$ cat src/rtl/line_fifo.sv
// First-word-fall-through FIFO of line primitives (two endpoints plus colour).
// Sticky overflow/underflow flags, synchronous flush, asynchronous active-low reset.
module line_fifo #(
  parameter int COORD_W  = 11,
  parameter int COLOR_W  = 3,
  parameter int DEPTH    = 16,
  parameter int AF_LEVEL = DEPTH - 2
) (
  input  logic               clk,
  input  logic               rst_b,
  input  logic [COORD_W-1:0] wr_start_x,
  input  logic [COORD_W-1:0] wr_start_y,
  input  logic [COORD_W-1:0] wr_end_x,
  input  logic [COORD_W-1:0] wr_end_y,
  input  logic [COLOR_W-1:0] wr_color,
  input  logic               wr,
  input  logic               rd,
  input  logic               flush,
  input  logic               clr_err,
  output logic [COORD_W-1:0] rd_start_x,
  output logic [COORD_W-1:0] rd_start_y,
  output logic [COORD_W-1:0] rd_end_x,
  output logic [COORD_W-1:0] rd_end_y,
  output logic [COLOR_W-1:0] rd_color,
  output logic               full,
  output logic               empty,
  output logic               almost_full,
  output logic [$clog2(DEPTH):0] count,
  output logic               overflow,
  output logic               underflow
);

  localparam int AW = $clog2(DEPTH);
  localparam int CW = AW + 1;
  localparam int EW = 4 * COORD_W + COLOR_W;

  if ((DEPTH < 2) || ((DEPTH & (DEPTH - 1)) != 0) ||
      (AF_LEVEL < 1) || (AF_LEVEL > DEPTH)) begin : g_param_check
    $fatal(1, "line_fifo: DEPTH must be a power of two >= 2 and AF_LEVEL within 1..DEPTH");
  end

  logic [EW-1:0] mem [DEPTH];
  logic [AW-1:0] head;
  logic [AW-1:0] tail;
  logic [EW-1:0] head_entry;
  logic          push;
  logic          pop;
  logic          ovf_evt;
  logic          unf_evt;

  assign empty       = (count == '0);
  assign full        = (count == CW'(DEPTH));
  assign almost_full = (count >= CW'(AF_LEVEL));

  // A full FIFO still accepts a write when the same cycle pops the head.
  always_comb begin
    push    = 1'b0;
    pop     = 1'b0;
    ovf_evt = 1'b0;
    unf_evt = 1'b0;
    if (!flush) begin
      pop     = rd & ~empty;
      push    = wr & (~full | rd);
      ovf_evt = wr & full & ~rd;
      unf_evt = rd & empty;
    end
  end

  always_ff @(posedge clk or negedge rst_b) begin
    if (!rst_b) begin
      head      <= '0;
      tail      <= '0;
      count     <= '0;
      overflow  <= 1'b0;
      underflow <= 1'b0;
    end else begin
      if (flush) begin
        head  <= '0;
        tail  <= '0;
        count <= '0;
      end else begin
        if (pop)  head <= head + AW'(1);
        if (push) tail <= tail + AW'(1);
        count <= count + CW'(push) - CW'(pop);
      end
      overflow  <= ovf_evt | (overflow  & ~clr_err);
      underflow <= unf_evt | (underflow & ~clr_err);
    end
  end

  // Entry storage carries no reset; its contents are masked while empty.
  always_ff @(posedge clk) begin
    if (push) mem[tail] <= {wr_start_x, wr_start_y, wr_end_x, wr_end_y, wr_color};
  end

  assign head_entry = empty ? '0 : mem[head];
  assign rd_start_x = head_entry[EW-1 -: COORD_W];
  assign rd_start_y = head_entry[EW-1-COORD_W -: COORD_W];
  assign rd_end_x   = head_entry[EW-1-2*COORD_W -: COORD_W];
  assign rd_end_y   = head_entry[EW-1-3*COORD_W -: COORD_W];
  assign rd_color   = head_entry[COLOR_W-1:0];

endmodule

$ cat config.mk
export PLATFORM = sky130hd
export DESIGN_NAME = line_fifo
export DESIGN_NICKNAME = d
export VERILOG_FILES = /design/src/rtl/line_fifo.sv
export SDC_FILE = /design/constraint.sdc
export NUM_CORES = 1
export LEC_CHECK = 0
export CELL_PAD_IN_SITES_DETAIL_PLACEMENT = 1
export CELL_PAD_IN_SITES_GLOBAL_PLACEMENT = 1
export CORE_AREA = 2 2 211 254
export DETAILED_ROUTE_END_ITERATION = 7
export DIE_AREA = 0 0 213 256
export GPL_TIMING_DRIVEN = 0
export PLACE_DENSITY = 0.83
export SLEW_MARGIN = 15
export SYNTH_ARGS = -nofsm -noshare
export SYNTH_HDL_FRONTEND = slang
export SYNTH_SLANG_ARGS = --single-unit
$ cat constraint.sdc
create_clock -name clk -period 7 [get_ports clk]
set_input_delay 1.75 -clock clk [delete_from_list [all_inputs] [get_ports clk]]
set_output_delay 1.75 -clock clk [all_outputs]
set_load 0.005 [all_outputs]
-- After elaboration in Yosys (flattened, before gate mapping)
Memories as Yosys holds them, arrays and structs flattened.
Index checks and enable logic that the tools add are counted.
- output and inout bits: 57
- input port bits: 53
- logic and storage cells: 41
- bits in registers: 15
- memories: 1
- memory bits (writable): 752
- memories (memory ; words ; bits a word ; read ports ; clocked after Yosys merged registers in ; wr ports ; line ; source):
    mem ; 16 ; 47 ; 1 ; 0 ; 1 ; 42 ; logic [EW-1:0] mem [DEPTH];
- eq/ne operators: 1
- bitwise operators: 14
- multiplexer cells: 12
- add/subtract/negate cells: 4
- reduce and logical (&&, ||, !) cells: 3
- magnitude comparators: 1
- operators by type and width (operator ; count):
    $mux W47 ; 1
    $mux W4 ; 4
    $add A4 B1 Y4 const B ; 2
    $and A1 B1 Y1 ; 7
    $mux W1 ; 6
    $add A5 B1 Y5 ; 1
    $eq A5 B5 Y1 const B ; 1
    $ge A5 B4 Y1 const B ; 1
    $logic_not A5 Y1 ; 1
    $mux W5 ; 1
    $sub A5 B1 Y5 ; 1
    $not A1 Y1 ; 4
    $reduce_bool A2 Y1 ; 2
    $or A1 B1 Y1 ; 3

-- Depth between registers and ports, before layout
- depth after elaboration: 8
- mapped depth: 16
- gate-level depth less buffers: 15

-- Worst setup path before layout
Ideal clock, no wire load.
- path type: input port to flip-flop
- start: in rd
- end: mem mem[15][0] in the netlist's numbering (enable)
- setup time: 0.409 ns
- cell stages on the path: 5
- required time: 6.591 ns
- data arrival time: 3.670 ns
- buffers on the path: 2
- setup slack: 2.920 ns
- cells stage by stage: buf_2 > o21ai_2 > nor2_1 > clkbuf_1 > and3_1
- cells in the longest elaborated chain, start to end: 5
- ends and longest elaborated chain (item ; line ; source):
    from (decl) ; 17 ; input logic rd,
    $or A1 B1 Y1 ; 63 ; push = wr & (~full | rd);
    $and A1 B1 Y1 ; 63 ;
    $mux W1 ; 61 ; if (!flush) begin
    $mux W1 ; 93 ; if (push) mem[tail] <= {wr_start_x, wr_start_y, wr_end_x, wr_end_y, wr_color};
    $mux W1 (not written as such) ; 93 ;
    to (decl) ; 42 ;
Every way passes these cells.

-- Final worst setup path
- start: reg head[1]
- end: out rd_end_y[1]
- cells in the longest elaborated chain, start to end: 2
- ends and longest elaborated chain (item ; line ; source):
    from (decl) ; 43 ; logic [AW-1:0] head;
    from (signal assigned) ; 82 ; if (pop) head <= head + AW'(1);
    $mem_v2 Z16 W47 ; n/a ;
    $mux W47 ; 96 ; assign head_entry = empty ? '0 : mem[head];
    to (decl) ; 23 ; output logic [COORD_W-1:0] rd_end_y,
Every way passes these cells.

==> impl_metrics.ini <==
[placement]
place.gp.congestion = 0.7231
numPortBuffers = 107
dp_hpwl_um = 44130

[power]
p_seq_share_pct = 42.6
switching_power_uw = 3170
combPwrFrac_pct = 22.7
sw_frac_of_total_pct = 26.17
peakVddDrop_mv = 0.2681
p_per_area_nw_per_um2 = 352.7
internal_power_uw = 8940
pwr-share-clk_pct = 34.7
p_leak_uw = 0.01070

[drt]
vias = 14850
antenna_left = 0
wl_per_cell_um = 34.61
dr.pass1.iters = 6
drt_iter0_drc = 1773
vias_per_cell = 6.642
drc = 0
finalWirelength_um = 77360

[min_path]
hold_path_class = register to register

[final_layout]
final_util_pct = 65.85
drive_gt1_share_pct = 24.40
fillers = 4101
nets = 1539
syn_to_final_growth_pct = 16.72

[setup_path]
path_class = register to output port
crit_fanout = 10
crit_slowest_cell = clkbuf_1
worstReg2RegStart = count[2]
crit_path_max_incr_delay_ps = 790
required_ps = 5250
reg2regPathDepth = 16
cp-end-kind = output port
critPathLaunch = head[1]
rr_endpoint = count[4]
arrival_ps = 4130
crit_top_cell = clkbuf_1
crit_path_end = rd_end_y[1]
r2r_slack_ps = 3060
startpoint_type = register
path_cells = clkbuf_1, buf_2, clkbuf_1, mux4_2, a221o_1, clkdlybuf4s50_1

[synthesis]
synth_top_area_share_pct = 76.75
synthCells = 1272
syn-cell-area_um2 = 29420
yosysTopAreaCell = edfxtp_1
synth_flop_cell = edfxtp_1
yosysMostFrequentCell = edfxtp_1
ys_seq_elements = 767
synth.avg_cell_area_um2 = 23.13
syn_nets = 1340
async_flop_share_pct = 1.956
synth-seq-area-share_pct = 78.03
synth_edf_count = 752
yosysWarnings = 0
netlist_top_cells_count = 752 x edfxtp_1, 188 x mux4_2, 48 x nor3_1, 47 x a221o_1, 47 x mux2i_1
yosysUniqueCellTypes = 38
synth_area_leaders = edfxtp_1 77%, mux4_2 14%, a221o_1 1.6%

[floorplanning]
die_h_um = 256
die_area_um2 = 54530
fp.dieW_um = 213
ioPinCount = 110
core_area_um2 = 52150
start_util_pct = 56.42
rows = 92

[timing]
rsz0062_at_grt = false
setup_viol = 0
drv_slew = 0
hold_violations = 0
slew_headroom_pct = 33.33
fmax_mhz = 170.1
period_minus_slack_ps = 5880
timing.final.crit_share_pct = 84.00
tns_ps = 0
fin_skew_ps = 21.69
worst_slew_pin_slew_ps = 1000

[global_route]
grt_pass1_vias = 16100
antenna_found_initial = 2
use_met2_pct = 49.58
track_usage_pct = 29.41
grt.met3_usage_pct = 4.883
gr-max-usage-layer = met2
grt_pass1_wl_um = 113100
gr-total-overflow = 0
grt_max_degree = 43
use_met1_pct = 38.21

[cts]
cts_buffer_depth = 3
postCtsSetupBuffers = 0
cts-resized-gates = 0
clkLatencyLatePin_ps = 620
clock_sinks = 767
numCtsBuffers = 74
cts-root-buf = clkbuf_16
cts_max_level = 3
cts.clk_slew.worst_paths_ps = 60
cts_hold_buf = 0
cts_tree = built

[outcome]
run_status = finished clean

[job]
cap_violations = 0
-- final cells by class --
| class | instances | area, µm² | area share [%] |
|---|---|---|---|
| Tap cell | 705 | 882.1 | 2.569 |
| Clock inverter | 40 | 485.5 | 1.414 |
| Timing Repair Buffer | 123 | 1436 | 4.183 |
| Inverter | 16 | 60.06 | 0.1749 |
| Sequential cell | 767 | 22960 | 66.85 |
| Antenna cell | 1 | 2.502 | 0.007287 |
| Buffer | 73 | 360.3 | 1.049 |
| Clock buffer | 94 | 2032 | 5.917 |
| Multi-Input combinational cell | 416 | 6123 | 17.83 |
-- sequential cells by signal, summed over array words and instances, names as in the netlist --
register   flops
mem          752
count          5
head           4
tail           4
overflow       1
underflow      1
-- placed cells by master (no fill, tap or decap), types with 6 or more instances in the layout --
| cell | n |
|---|---|
| edfxtp_1 | 752 |
| mux4_2 | 188 |
| clkdlybuf4s50_1 | 107 |
| clkbuf_16 | 78 |
| nor3_1 | 48 |
| a221o_1 | 47 |
| mux2i_1 | 47 |
| clkbuf_1 | 45 |
| buf_2 | 33 |
| and3_4 | 17 |
| inv_1 | 15 |
| nor2_1 | 15 |
| dfrtp_1 | 15 |
| ha_1 | 14 |
| clkinv_2 | 14 |
| clkinv_1 | 11 |
| bufinv_16 | 11 |
| buf_12 | 10 |
| buf_16 | 6 |
-- metal layers --
metal,wire [µm],share of wire [%],vias to the layer above
met5,9,0.012,-
met4,2821,3.6,2
met3,6004,7.8,189
met2,40570,52,951
met1,27960,36,7868
li1,-,-,5835
-- how the worst min path moves through the flow --
stage | slack, ps | cells after the start | startpoint | to
floorplan | 490 | 1 | overflow | overflow
global placement | 480 | 1 | overflow | overflow
detailed placement | 530 | 1 | overflow | overflow
CTS | 540 | 1 | overflow | overflow
global route | 550 | 1 | overflow | overflow
finish | 530 | 1 | overflow | overflow
-- cells by family after synthesis --
family | after synthesis | synth area share, %
AOI/OAI and AO/OA | 60 | 1.888
DFF | 767 | 78.03
buffers and inverters | 89 | 1.429
muxes | 236 | 16.03
xor gates and xnor gates | 7 | 0.2084
and+or+nand+nor | 98 | 1.752
adders and majority gates | 15 | 0.6634
-- power by group through the flow --
stage / combinational, µW / sequential [µW] / clock (µW)
finish: 2750 / 5160 / 4200
global route: 2900 / 5170 / 4370
CTS: 2770 / 5160 / 4230
detailed placement: 2690 / 5250 / 0
global placement: 2570 / 5250 / 0
floorplan: 1600 / 5240 / 0
-- worst max-delay path: cells and delay by family, from the launching register on --
family / cells / cell delay (ps)
mux: 1 / 420
buf+inv: 4 / 2290
compound gates: 1 / 430
flops: 1 / 360
-- per-stage QoR --
step	instance area (µm²)	hold WS [ps]	worst slack, ps	total power, µW	cells
after floorplan	29420	487.2	2920	6841	1272
after global placement	31370	479.2	1211	7821	2084
after global routing	34340	546.7	1019	12440	2234
after CTS	34340	543.3	1140	12160	2234
final	34340	532.6	1120	12110	2235
after detailed placement	31820	529.7	1841	7946	2100
Power figures use the tool's default switching activity.
